$ cat config.mk
export PLATFORM = sky130hd
export DESIGN_NAME = apb_req_arbiter
export DESIGN_NICKNAME = d
export VERILOG_FILES = /design/src/rtl/apb_req_arbiter.sv
export SDC_FILE = /design/constraint.sdc
export NUM_CORES = 1
export LEC_CHECK = 0
export ABC_AREA = 1
export BUFFER_PORTS_ARGS = -buffer_cell sky130_fd_sc_hd__buf_2
export CAP_MARGIN = 0
export CORE_AREA = 2 2 77 79
export CTS_CLUSTER_DIAMETER = 30
export CTS_CLUSTER_SIZE = 40
export DETAILED_ROUTE_END_ITERATION = 8
export DIE_AREA = 0 0 79 81
export GPL_TIMING_DRIVEN = 0
export PLACE_DENSITY = 0.87
export SLEW_MARGIN = 10
export SYNTH_ARGS = -nofsm -noshare
export SYNTH_HDL_FRONTEND = slang
export SYNTH_SLANG_ARGS = --single-unit
$ cat constraint.sdc
create_clock -name clk -period 1.7 [get_ports clk]
set_input_delay 0.34 -clock clk [delete_from_list [all_inputs] [get_ports clk]]
set_output_delay 0.34 -clock clk [all_outputs]
set_load 0.005 [all_outputs]
$ cat src/rtl/apb_req_arbiter.sv
// Round-robin arbiter that shares one APB master port among NUM_REQ command requesters.
// Runs SETUP/ACCESS phases, decodes psel from the address MSBs and returns one response pulse.
module apb_req_arbiter #(
    parameter int NUM_REQ    = 2,
    parameter int NUM_SLAVE  = 4,
    parameter int ADDR_WIDTH = 8,
    parameter int DATA_WIDTH = 16,
    parameter int SEL_BITS   = 2,
    parameter int TIMEOUT    = 16
) (
    input  logic                            clk,
    input  logic                            rst,
    input  logic [NUM_REQ-1:0]              req_valid,
    input  logic [NUM_REQ-1:0]              req_write,
    input  logic [NUM_REQ*ADDR_WIDTH-1:0]   req_addr,
    input  logic [NUM_REQ*DATA_WIDTH-1:0]   req_wdata,
    output logic [NUM_REQ-1:0]              req_ready,
    output logic [NUM_REQ-1:0]              rsp_valid,
    output logic [DATA_WIDTH-1:0]           rsp_rdata,
    output logic                            rsp_err,
    output logic [NUM_SLAVE-1:0]            psel,
    output logic [ADDR_WIDTH-1:0]           paddr,
    output logic                            pwrite,
    output logic [DATA_WIDTH-1:0]           pwdata,
    output logic                            penable,
    input  logic [DATA_WIDTH-1:0]           prdata,
    input  logic                            pready,
    input  logic                            pslverr
);

    localparam int PTR_W = (NUM_REQ > 1) ? $clog2(NUM_REQ) : 1;
    localparam int CNT_W = $clog2(TIMEOUT + 1);

    typedef enum logic [1:0] {
        ST_IDLE,
        ST_SETUP,
        ST_ACCESS,
        ST_RESP
    } state_t;

    state_t                 state_q, state_d;
    logic [PTR_W-1:0]       ptr_q, ptr_d;
    logic [PTR_W-1:0]       gnt_q, gnt_d;
    logic [CNT_W-1:0]       cnt_q, cnt_d;
    logic [NUM_SLAVE-1:0]   psel_q, psel_d;
    logic                   penable_q, penable_d;
    logic [ADDR_WIDTH-1:0]  paddr_q, paddr_d;
    logic                   pwrite_q, pwrite_d;
    logic [DATA_WIDTH-1:0]  pwdata_q, pwdata_d;
    logic [NUM_REQ-1:0]     rsp_valid_q, rsp_valid_d;
    logic [DATA_WIDTH-1:0]  rsp_rdata_q, rsp_rdata_d;
    logic                   rsp_err_q, rsp_err_d;

    logic                   gnt_any;
    logic [PTR_W-1:0]       gnt_idx;
    logic [NUM_REQ-1:0]     gnt_oh;
    logic [ADDR_WIDTH-1:0]  gnt_addr;
    logic [DATA_WIDTH-1:0]  gnt_wdata;
    logic                   gnt_write;
    logic [SEL_BITS-1:0]    gnt_sidx;
    logic                   dec_err;
    logic [NUM_SLAVE-1:0]   dec_sel;
    logic [NUM_REQ-1:0]     rsp_oh;

    // Scan from ptr+1 with wrap; iterating from the farthest offset down lets the nearest valid win.
    always_comb begin
        gnt_any = 1'b0;
        gnt_idx = '0;
        for (int i = NUM_REQ; i >= 1; i--) begin
            for (int j = 0; j < NUM_REQ; j++) begin
                if ((((int'(ptr_q) + i) % NUM_REQ) == j) && req_valid[j]) begin
                    gnt_any = 1'b1;
                    gnt_idx = PTR_W'(j);
                end
            end
        end
    end

    always_comb begin
        gnt_oh    = '0;
        gnt_addr  = '0;
        gnt_wdata = '0;
        gnt_write = 1'b0;
        for (int j = 0; j < NUM_REQ; j++) begin
            if (gnt_any && (int'(gnt_idx) == j)) begin
                gnt_oh[j] = 1'b1;
                gnt_addr  = req_addr[j*ADDR_WIDTH +: ADDR_WIDTH];
                gnt_wdata = req_wdata[j*DATA_WIDTH +: DATA_WIDTH];
                gnt_write = req_write[j];
            end
        end
    end

    always_comb begin
        gnt_sidx = gnt_addr[ADDR_WIDTH-1 -: SEL_BITS];
        dec_err  = (int'(gnt_sidx) >= NUM_SLAVE);
        dec_sel  = '0;
        for (int s = 0; s < NUM_SLAVE; s++) begin
            dec_sel[s] = (int'(gnt_sidx) == s);
        end
    end

    always_comb begin
        rsp_oh = '0;
        for (int j = 0; j < NUM_REQ; j++) begin
            rsp_oh[j] = (int'(gnt_q) == j);
        end
    end

    always_comb begin
        state_d     = state_q;
        ptr_d       = ptr_q;
        gnt_d       = gnt_q;
        cnt_d       = cnt_q;
        psel_d      = psel_q;
        penable_d   = penable_q;
        paddr_d     = paddr_q;
        pwrite_d    = pwrite_q;
        pwdata_d    = pwdata_q;
        rsp_valid_d = '0;
        rsp_rdata_d = rsp_rdata_q;
        rsp_err_d   = rsp_err_q;

        case (state_q)
            ST_IDLE: begin
                if (gnt_any) begin
                    ptr_d    = gnt_idx;
                    gnt_d    = gnt_idx;
                    paddr_d  = gnt_addr;
                    pwrite_d = gnt_write;
                    pwdata_d = gnt_wdata;
                    if (dec_err) begin
                        // Unmapped slave: answer immediately without touching the bus.
                        state_d     = ST_RESP;
                        rsp_valid_d = gnt_oh;
                        rsp_err_d   = 1'b1;
                        rsp_rdata_d = '0;
                    end else begin
                        state_d   = ST_SETUP;
                        psel_d    = dec_sel;
                        penable_d = 1'b0;
                    end
                end
            end

            ST_SETUP: begin
                penable_d = 1'b1;
                state_d   = ST_ACCESS;
            end

            ST_ACCESS: begin
                if (pready) begin
                    state_d     = ST_RESP;
                    psel_d      = '0;
                    penable_d   = 1'b0;
                    rsp_valid_d = rsp_oh;
                    rsp_rdata_d = pwrite_q ? '0 : prdata;
                    rsp_err_d   = pslverr;
                end else if (cnt_q == CNT_W'(TIMEOUT - 1)) begin
                    state_d     = ST_RESP;
                    psel_d      = '0;
                    penable_d   = 1'b0;
                    rsp_valid_d = rsp_oh;
                    rsp_rdata_d = '0;
                    rsp_err_d   = 1'b1;
                end else begin
                    cnt_d = cnt_q + 1'b1;
                end
            end

            ST_RESP: begin
                cnt_d   = '0;
                state_d = ST_IDLE;
            end

            default: begin
                state_d = ST_IDLE;
            end
        endcase
    end

    always_ff @(posedge clk) begin
        if (rst) begin
            state_q     <= ST_IDLE;
            ptr_q       <= PTR_W'(NUM_REQ - 1);
            gnt_q       <= '0;
            cnt_q       <= '0;
            psel_q      <= '0;
            penable_q   <= 1'b0;
            paddr_q     <= '0;
            pwrite_q    <= 1'b0;
            pwdata_q    <= '0;
            rsp_valid_q <= '0;
            rsp_rdata_q <= '0;
            rsp_err_q   <= 1'b0;
        end else begin
            state_q     <= state_d;
            ptr_q       <= ptr_d;
            gnt_q       <= gnt_d;
            cnt_q       <= cnt_d;
            psel_q      <= psel_d;
            penable_q   <= penable_d;
            paddr_q     <= paddr_d;
            pwrite_q    <= pwrite_d;
            pwdata_q    <= pwdata_d;
            rsp_valid_q <= rsp_valid_d;
            rsp_rdata_q <= rsp_rdata_d;
            rsp_err_q   <= rsp_err_d;
        end
    end

    // The accept pulse is the only combinational output; it is held low while in reset.
    assign req_ready = ((state_q == ST_IDLE) && !rst) ? gnt_oh : '0;
    assign rsp_valid = rsp_valid_q;
    assign rsp_rdata = rsp_rdata_q;
    assign rsp_err   = rsp_err_q;
    assign psel      = psel_q;
    assign penable   = penable_q;
    assign paddr     = paddr_q;
    assign pwrite    = pwrite_q;
    assign pwdata    = pwdata_q;

endmodule

## After elaboration in Yosys (flattened, before gate mapping)

Cells that the tools add are included.
Widths: inputs -> output; s select.

| word-level totals | value |
|---|---|
| register bits | 58 |
| output and inout bits | 51 |
| word-level logic and storage cells | 94 |

| operators by class | value |
|---|---|
| add/subtract/negate cells | 3 |
| equal/unequal tests | 13 |
| muxes and demuxes | 38 |
| bitwise logic cells | 5 |
| reductions and logical operators | 23 |

Operators by type and width:

| kind | count |
|---|---|
| $mux 16 | 5 |
| $logic_not 32->1 | 2 |
| $mux 1 | 16 |
| $mux 8 | 2 |
| $eq 2x2->1 const B | 6 |
| $mux 2 | 6 |
| $mux 4 | 3 |
| $mux 5 | 2 |
| $pmux 5 s2 | 1 |
| $reduce_and 3->1 | 3 |
| $pmux 2 s4 | 1 |
| $pmux 4 s2 | 1 |
| $logic_and 1x1->1 | 7 |
| $ne 2x2->1 const B | 3 |
| $reduce_and 2->1 | 3 |
| $reduce_bool 2->1 | 3 |
| $add 5x1->5 const B | 1 |
| $eq 5x4->1 const B | 1 |
| $eq 2x1->1 const B | 2 |
| $logic_not 2->1 | 2 |
| $ne 3x3->1 const B | 1 |
| $not 1->1 | 3 |
| $pmux 1 s3 | 1 |
| $reduce_bool 3->1 | 1 |
| other kinds (4) | 6 |

## Longest topological paths before layout

Gate-level depths: netlist (run 1).

| logic depth | value |
|---|---|
| word-level depth | 14 |
| depth in mapped cells | 11 |
| depth with buffers taken out | 11 |

## Least setup slack after synthesis (run 1)

Ideal clock, no wire load.

| timing path | value |
|---|---|
| kind | reg-to-reg |
| start point | reg cnt_q[0] |
| end point | reg cnt_q[2] |
| library setup time | 0.116 ns |
| arrival time | 1.399 ns |
| data required time | 1.584 ns |
| slack | 0.185 ns |
| stages on the path, launching flop included | 11 |
| buffers on the path | 0 |
| cell sequence | dfxtp_1 > ha_1 > nand2_1 > nor2_1 > ha_1 > nor2_1 > nand2_1 > o21ai_0 > inv_1 > o21ai_1 > a21oi_1 |

| on the way | value |
|---|---|
| word-level cells in the longest chain between the ends | 4 |
| elaborated cells on any way between the ends | 7 |
| those cells by class | 1 x add/sub; 2 x eq/ne; 3 x mux; 1 x reduce/logical |

Ends and longest elaborated chain:

| element | RTL line | text |
|---|---|---|
| start, declared | 44 | `logic [CNT_W-1:0] cnt_q, cnt_d;` |
| start signal, assigned | 200 | `cnt_q <= cnt_d;` |
| $add 5x1->5 | 167 | `cnt_d = cnt_q + 1'b1;` |
| $mux 5 | 159 | `end else if (cnt_q == CNT_W'(TIMEOUT - 1)) begin` |
| $mux 5 | 152 | `if (pready) begin` |
| $pmux 5 s2 | 124 | `case (state_q)` |

Several ways; a longest one is shown, not always the timed one. The select of a mux whose other input is x is not followed.
A chain may end at the register's enable or synchronous reset.

## Worst setup path after layout (run 1)

| timing path | value |
|---|---|
| start point | reg state_q[1] |
| end point | out req_ready[1] |

| on the way | value |
|---|---|
| word-level cells in the longest chain between the ends | 3 |

Ends and longest elaborated chain:

| element | RTL line | text |
|---|---|---|
| start, declared | 41 | `state_t state_q, state_d;` |
| start signal, assigned | 197 | `state_q <= state_d;` |
| $logic_not 2->1 | 213 | `assign req_ready = ((state_q == ST_IDLE) && !rst) ? gnt_oh : '0;` |
| $logic_and 1x1->1 | 213 |  |
| $mux 2 | 213 |  |
| end, declared | 17 | `output logic [NUM_REQ-1:0] req_ready,` |

No other way between the ends.

==> impl_metrics.env, run 1 <==
export IMPL_status="complete, no violations"
export IMPL_relSlewSlack_pct=67.15
export IMPL_synthCells=330
export IMPL_drive_above_1_share_pct=38.19
export IMPL_wirelength_mm=6.993
export IMPL_die_area_um2=6399
export IMPL_finalClockSkew_ps=11.88
export IMPL_hold_class="in -> reg"
export IMPL_power_density_nw_per_um2=1435
export IMPL_first_pass_iters=5
export IMPL_worstSetupPathType="reg -> out"
export IMPL_maxCapViolations=0
export IMPL_cts_buffers=9
export IMPL_grt_total_usage_pct=21.22
export IMPL_peakVddDrop_uv=903.4
export IMPL_fin_nets=548
export IMPL_antenna_found_initial=0
export IMPL_grt_first_pass_wirelength_mm=10.57
export IMPL_coreArea_um2=5675
export IMPL_arrival_ps=1350
export IMPL_syn_num_nets=409
export IMPL_diodes=0
export IMPL_setup_viol=0
export IMPL_drc_errors=0
export IMPL_clkLatencyLatePin_ps=330
export IMPL_place_gp_congestion=0.7898
export IMPL_rsz0062_at_grt="true"
export IMPL_min_period_over_period_pct=99.56
export IMPL_vias=2697
export IMPL_finalMaxSlewViolations=0
export IMPL_stdcell_area_um2=3533
export IMPL_area_growth_synth_to_final_pct=44.01
export IMPL_syn_area_um2=2454
export IMPL_avgViaCountPerCell=4.913
export IMPL_cts_sinks=58
export IMPL_utilization_pct=62.26
export IMPL_initial_core_util_pct=43.23
export IMPL_post_drt_wl_per_cell_um=12.74
export IMPL_gr_total_overflow=0
export IMPL_yosysUniqueCellTypes=22
export IMPL_power_w=0.005072
export IMPL_htree_levels=3
export IMPL_grt_pass1_vias=2470
export IMPL_detail_route_antenna_nets=0
export IMPL_whs_ps=256.5
export IMPL_grt_start_max_net_pins=11
export IMPL_start_kind="flip-flop"
export IMPL_port_buffers=121
export IMPL_clock_fmax_ghz=0.5908
export IMPL_cts_root_buf="clkbuf_8"
export IMPL_synth_yosys_warnings=0
export IMPL_cts_tree="done"
export IMPL_die_h_um=81
export IMPL_avgSynthCellArea_um2=7.435
export IMPL_clk_pin_slew_ps=60
export IMPL_path_max_fanout=4
export IMPL_drt_initial_drc_count=68
export IMPL_tightest_slew_ps=492.7
export IMPL_p_leak_nw=1.677
export IMPL_yosysSeqAreaShare_pct=47.32
export IMPL_endpoint_kind="output pin"
export IMPL_hpwlAfterDp_mm=5.018
export IMPL_io_pins=123
export IMPL_hold_violations=0
export IMPL_rows=28
export IMPL_cts_buffer_depth=2
export IMPL_post_route_min_period_ps=1693
export IMPL_placed_cell_area_um2=3153
export IMPL_synth_seq_cells=58
export IMPL_fp_dieW_um=79
export IMPL_cp_data_required_time_ps=1360
## final cells by class
| cell class | count | area (um^2) |
|---|---|---|
| Tap cell | 75 | 93.84 |
| Buffer | 14 | 77.57 |
| Timing Repair Buffer | 129 | 665.6 |
| Inverter | 24 | 100.1 |
| Clock buffer | 11 | 151.4 |
| Clock inverter | 5 | 100.1 |
| Fill cell | 529 | 2142 |
| Sequential cell | 58 | 1166 |
| Multi-Input combinational cell | 233 | 1179 |
## power by group
| group | switching (W) | internal [W] | leakage, nW | total, W |
|---|---|---|---|---|
| Clock | 0.000547 | 0.00105 | 0.129 | 0.00160 |
| Sequential | 0.000161 | 0.00164 | 0.475 | 0.00180 |
| Combinational | 0.000958 | 0.000720 | 1.07 | 0.00168 |
## metrics by stage
step / instances / TNS, ps / worst slack (ps)
2_1_floorplan: 330 / 0 / 184.7
3_5_place_dp: 526 / -527.4 / -154.3
4_1_cts: 546 / -50.93 / -50.93
3_3_place_gp: 526 / -115.0 / -115.0
5_1_grt: 549 / -76.55 / -56.13
6_report: 549 / 0 / 7.409
## state kept, by name (all words and copies together) (netlist names), 2 cells and up
register / count
rsp_valid: 2
paddr: 8
state_q: 2
psel: 4
cnt_q: 5
pwdata: 16
rsp_rdata: 16
## logic make-up (layout without fill, tap and decap cells)
logic type	Yosys count	after routing	synth area share, %
flip-flops	58	58	47.32
AND/OR/NAND/NOR	160	160	27.13
AO/OA/AOI/OAI	66	66	15.09
adder cells (fa/ha/maj)	7	7	3.569
buffers and inverters	39	183	6.885
## cell usage in the layout, fill, tap and decap left out, drive strengths merged
cell type / instances
nand3: 18
nand2: 122
nor3: 3
a21oi: 27
clkbuf: 16
o21ai: 12
nor2: 16
clkinv: 4
o41ai: 1
inv: 22
a31oi: 23
ha: 7
o211ai: 3
buf: 138
bufinv: 3
dfxtp: 58
nor3b: 1
## Yosys cell counts
cell type | number | area, um^2
dfxtp_1 | 58 | 1161
nor2_2 | 3 | 18.77
o211ai_1 | 3 | 22.52
a31oi_1 | 23 | 143.9
nor2_4 | 3 | 33.78
clkinv_1 | 2 | 7.510
nand2_1 | 120 | 450.4
inv_2 | 3 | 11.26
nor3_1 | 3 | 15.01
buf_4 | 4 | 30.03
o21ai_0 | 10 | 50.05
o41ai_1 | 1 | 8.760
nand3_1 | 18 | 90.09
buf_2 | 6 | 30.03
nor2_1 | 10 | 37.54
a21oi_1 | 27 | 135.1
clkbuf_1 | 5 | 18.77
ha_1 | 7 | 87.58
nor3b_1 | 1 | 7.510
nand2_2 | 2 | 12.51
o21ai_1 | 2 | 10.01
inv_1 | 19 | 71.32
## path summary, 6_finish.rpt
path	slack (ps)	to	startpoint	cells after the start
setup / recovery	7	req_ready[1]	state_q[1]	7
hold / removal	260	rsp_rdata[10]	prdata[10]	3
setup reg to reg	100	rsp_rdata[15]	cnt_q[0]	8
hold reg to reg	460	rsp_rdata[6]	rsp_rdata[6]	2
## timing repair
action / in CTS / in global routing
gates cloned: 0 / 0
endpoints found under the setup margin: 14 / 24
setup buffers: 4 / 4
resized for setup: 17 / 13
hold buffers: 0 / 0
pin swaps: 2 / 4
## critical path, cell delays in order, from the launching register on
cell and delay, ps:
dfxtp_2 340, inv_2 80, ha_4 160, inv_6 50, nor2_4 170, inv_4 40, nor2_1 70, buf_2 120
## layer usage
metal | vias to the layer above | global-route usage (%) | routed length, um
met5 | - | 0 | 0
li1 | 1362 | - | -
met2 | 124 | 36.27 | 3390
met4 | 0 | 10.86 | 130
met1 | 1199 | 24.67 | 2945
met3 | 12 | 5.444 | 526
No activity file was read; power rests on OpenSTA's default activity.
==> run 2, diff against run 1 <==
--- a/config.mk
+++ b/config.mk
@@ -14,7 +14,9 @@
 export DETAILED_ROUTE_END_ITERATION = 8
 export DIE_AREA = 0 0 79 81
 export GPL_TIMING_DRIVEN = 0
+export HOLD_SLACK_MARGIN = 0.06
 export PLACE_DENSITY = 0.87
+export SETUP_SLACK_MARGIN = 0.5
 export SLEW_MARGIN = 10
 export SYNTH_ARGS = -nofsm -noshare
 export SYNTH_HDL_FRONTEND = slang
==> run 2 against run 1 <==
  * The run now ends with setup timing left
  * Power rose by 15%
  * Worst hold slack got worse by 26 ps
  * Final cell count rose by 5.5%
  * Register-to-register slack got worse by 30 ps
  * Combinational power rose by 61%
  * Clock-buffer cell count did not move
  * Sequential power rose by 3%
  * Sequential share of layout area fell by 5.3 points
  * Setup slack got worse by 55 ps
  * Critical path type unchanged
  * Largest power group is now combinational cells
==> impl_metrics.env, run 2 (same netlist as run 1, synthesis figures left out) <==
export IMPL_die_h_um=81
export IMPL_worstSetupPathType="reg -> out"
export IMPL_relSlewSlack_pct=41.25
export IMPL_status="finished, violations left"
export IMPL_p_leak_nw=1.976
export IMPL_htree_levels=3
export IMPL_cts_tree="done"
export IMPL_hpwlAfterDp_mm=5.261
export IMPL_grt_first_pass_wirelength_mm=12.19
export IMPL_cts_sinks=58
export IMPL_cts_root_buf="clkbuf_8"
export IMPL_cts_hold_buf=0
export IMPL_fin_ws_ps=-47.20
export IMPL_cp_top_family="buffers and inverters"
export IMPL_setup_tns_ps=-47.20
export IMPL_finalClockSkew_ps=4.722
export IMPL_placedCellCount=526
export IMPL_grt_start_max_net_pins=11
export IMPL_worst_r2r_cell_count=10
export IMPL_finalMaxSlewViolations=0
export IMPL_clk_pin_slew_ps=70
export IMPL_hold_violations=0
export IMPL_grt_total_usage_pct=24.69
export IMPL_slowest_delay_ps=340
export IMPL_setup_viol=1
export IMPL_whs_ps=230.9
export IMPL_post_route_min_period_ps=1747
export IMPL_drc_errors=0
export IMPL_maxCapViolations=0
export IMPL_port_buffers=121
export IMPL_post_drt_wl_per_cell_um=14.94
export IMPL_rsz0062_at_grt="true"
export IMPL_path_cells="inv_4 -> ha_4 -> inv_6 -> nor2_4 -> buf_6 -> inv_4 -> nor2_2 -> buf_2"
export IMPL_fin_cells=579
export IMPL_path_common_cell="inv_4"
export IMPL_arrival_ps=1410
export IMPL_initial_core_util_pct=43.23
export IMPL_gr_total_overflow=0
export IMPL_antenna_found_initial=0
export IMPL_drive_above_1_share_pct=57.94
export IMPL_peakVddDrop_uv=884.9
export IMPL_mostFrequentLayoutCells="124 x buf_2, 83 x nand2_1, 45 x dfxtp_1, 22 x a31oi_1, 22 x buf_4"
export IMPL_rows=28
export IMPL_drt_initial_drc_count=106
export IMPL_worstReg2RegEnd="psel[1]"
export IMPL_endpoint_kind="output pin"
export IMPL_path_max_fanout=4
export IMPL_cts_buffer_depth=2
export IMPL_io_pins=123
export IMPL_clkLatencyLatePin_ps=340
export IMPL_cp_data_required_time_ps=1360
export IMPL_detail_route_antenna_nets=0
export IMPL_wirelength_mm=8.649
export IMPL_vias=2953
export IMPL_die_area_um2=6399
export IMPL_hold_class="in -> reg"
export IMPL_cp_endpoint="req_ready[1]"
export IMPL_coreArea_um2=5675
export IMPL_cp_depth=8
export IMPL_start_kind="flip-flop"
export IMPL_cp_num_buf_inv=5
export IMPL_area_growth_synth_to_final_pct=74.50
export IMPL_fin_nets=578
export IMPL_power_density_nw_per_um2=1367
export IMPL_grt_pass1_vias=2742
export IMPL_min_period_over_period_pct=102.8
export IMPL_timing_rr_start="state_q[1]"
export IMPL_startpoint="state_q[1]"
export IMPL_diodes=0
export IMPL_cts_buffers=9
export IMPL_first_pass_iters=4
export IMPL_r2r_slack_ps=70
export IMPL_post_place_ws_ps=115.9
export IMPL_layout_commonest_cell="buf_2"
export IMPL_slowest_stage="dfxtp_2"
export IMPL_clock_fmax_ghz=0.5723
export IMPL_place_gp_congestion=0.8020
export IMPL_fp_dieW_um=79
export IMPL_failed_checks="setup timing"
export IMPL_tightest_slew_ps=881.2
export IMPL_avgViaCountPerCell=5.100
==> run 2: changes by cell type in the layout (fill, tap and decap cells not counted), sizes merged <==
cell,change
inv,-1
bufinv,-2
buf,+30
clkinv,+2
clkinvlp,+1
==> run 2: timing repair <==
item	in CTS	in global routing
cloned	4	1
hold endpoints to repair	0	0
gates resized for setup	64	77
setup endpoints to repair	61	68
pin swaps	17	29
setup buffers	23	9
==> run 2: worst min-delay path by stage <==
stage                          start  cells past startpoint             to  slack [ps]
after floorplan                gnt_q                      1   rsp_valid[0]         420
after global placement       rsp_err                      2        rsp_err         440
after detailed placement     rsp_err                      2        rsp_err         440
after CTS                 prdata[13]                      3  rsp_rdata[13]         250
after global routing       prdata[3]                      3   rsp_rdata[3]         220
final                      prdata[3]                      3   rsp_rdata[3]         230
==> run 2: per-layer routing <==
metal	up-vias	track usage [%]	wire (um)
li1	1422	-	-
met2	119	45.34	4549
met1	1387	26.92	3321
met4	0	12.76	256
met3	25	5.000	522
met5	-	0	0
==> run 2: worst reg2reg max path, delay by kind of cell, from the launching register on <==
| kind | cells | cell delay [ps] |
|---|---|---|
| AND/OR/NAND/NOR | 3 | 400 |
| AO/OA/AOI/OAI | 1 | 130 |
| flip-flops | 1 | 340 |
| buffers and inverters | 5 | 530 |
| adder cells (fa/ha/maj) | 1 | 160 |
==> run 2: final cells by class <==
type / count / area [um^2]
buffer: 15 / 118.9
clock buffer: 11 / 151.4
clock inverter: 5 / 52.55
fill: 417 / 1394
inverter: 24 / 112.6
multi-input combinational: 233 / 1590
sequential: 58 / 1185
tap: 75 / 93.84
timing repair buffer: 158 / 977.2
==> run 2: stage by stage <==
stage               utilization, %  power [W]  instance area [um^2]
floorplan                        -   0.002851                  2555
global placement             57.34   0.003373                  3254
detailed placement           57.34   0.003434                  3254
CTS                          69.16   0.005384                  3925
global route                 75.44   0.006147                  4282
finish                       75.44   0.005855                  4282
==> run 2: where the power goes <==
part	internal (W)	switching, W	total, W
Clock	0.000748	0.000559	0.00131
Combinational	0.00132	0.00138	0.00270
Sequential	0.00165	0.000199	0.00185
Total	0.00372	0.00214	0.00585
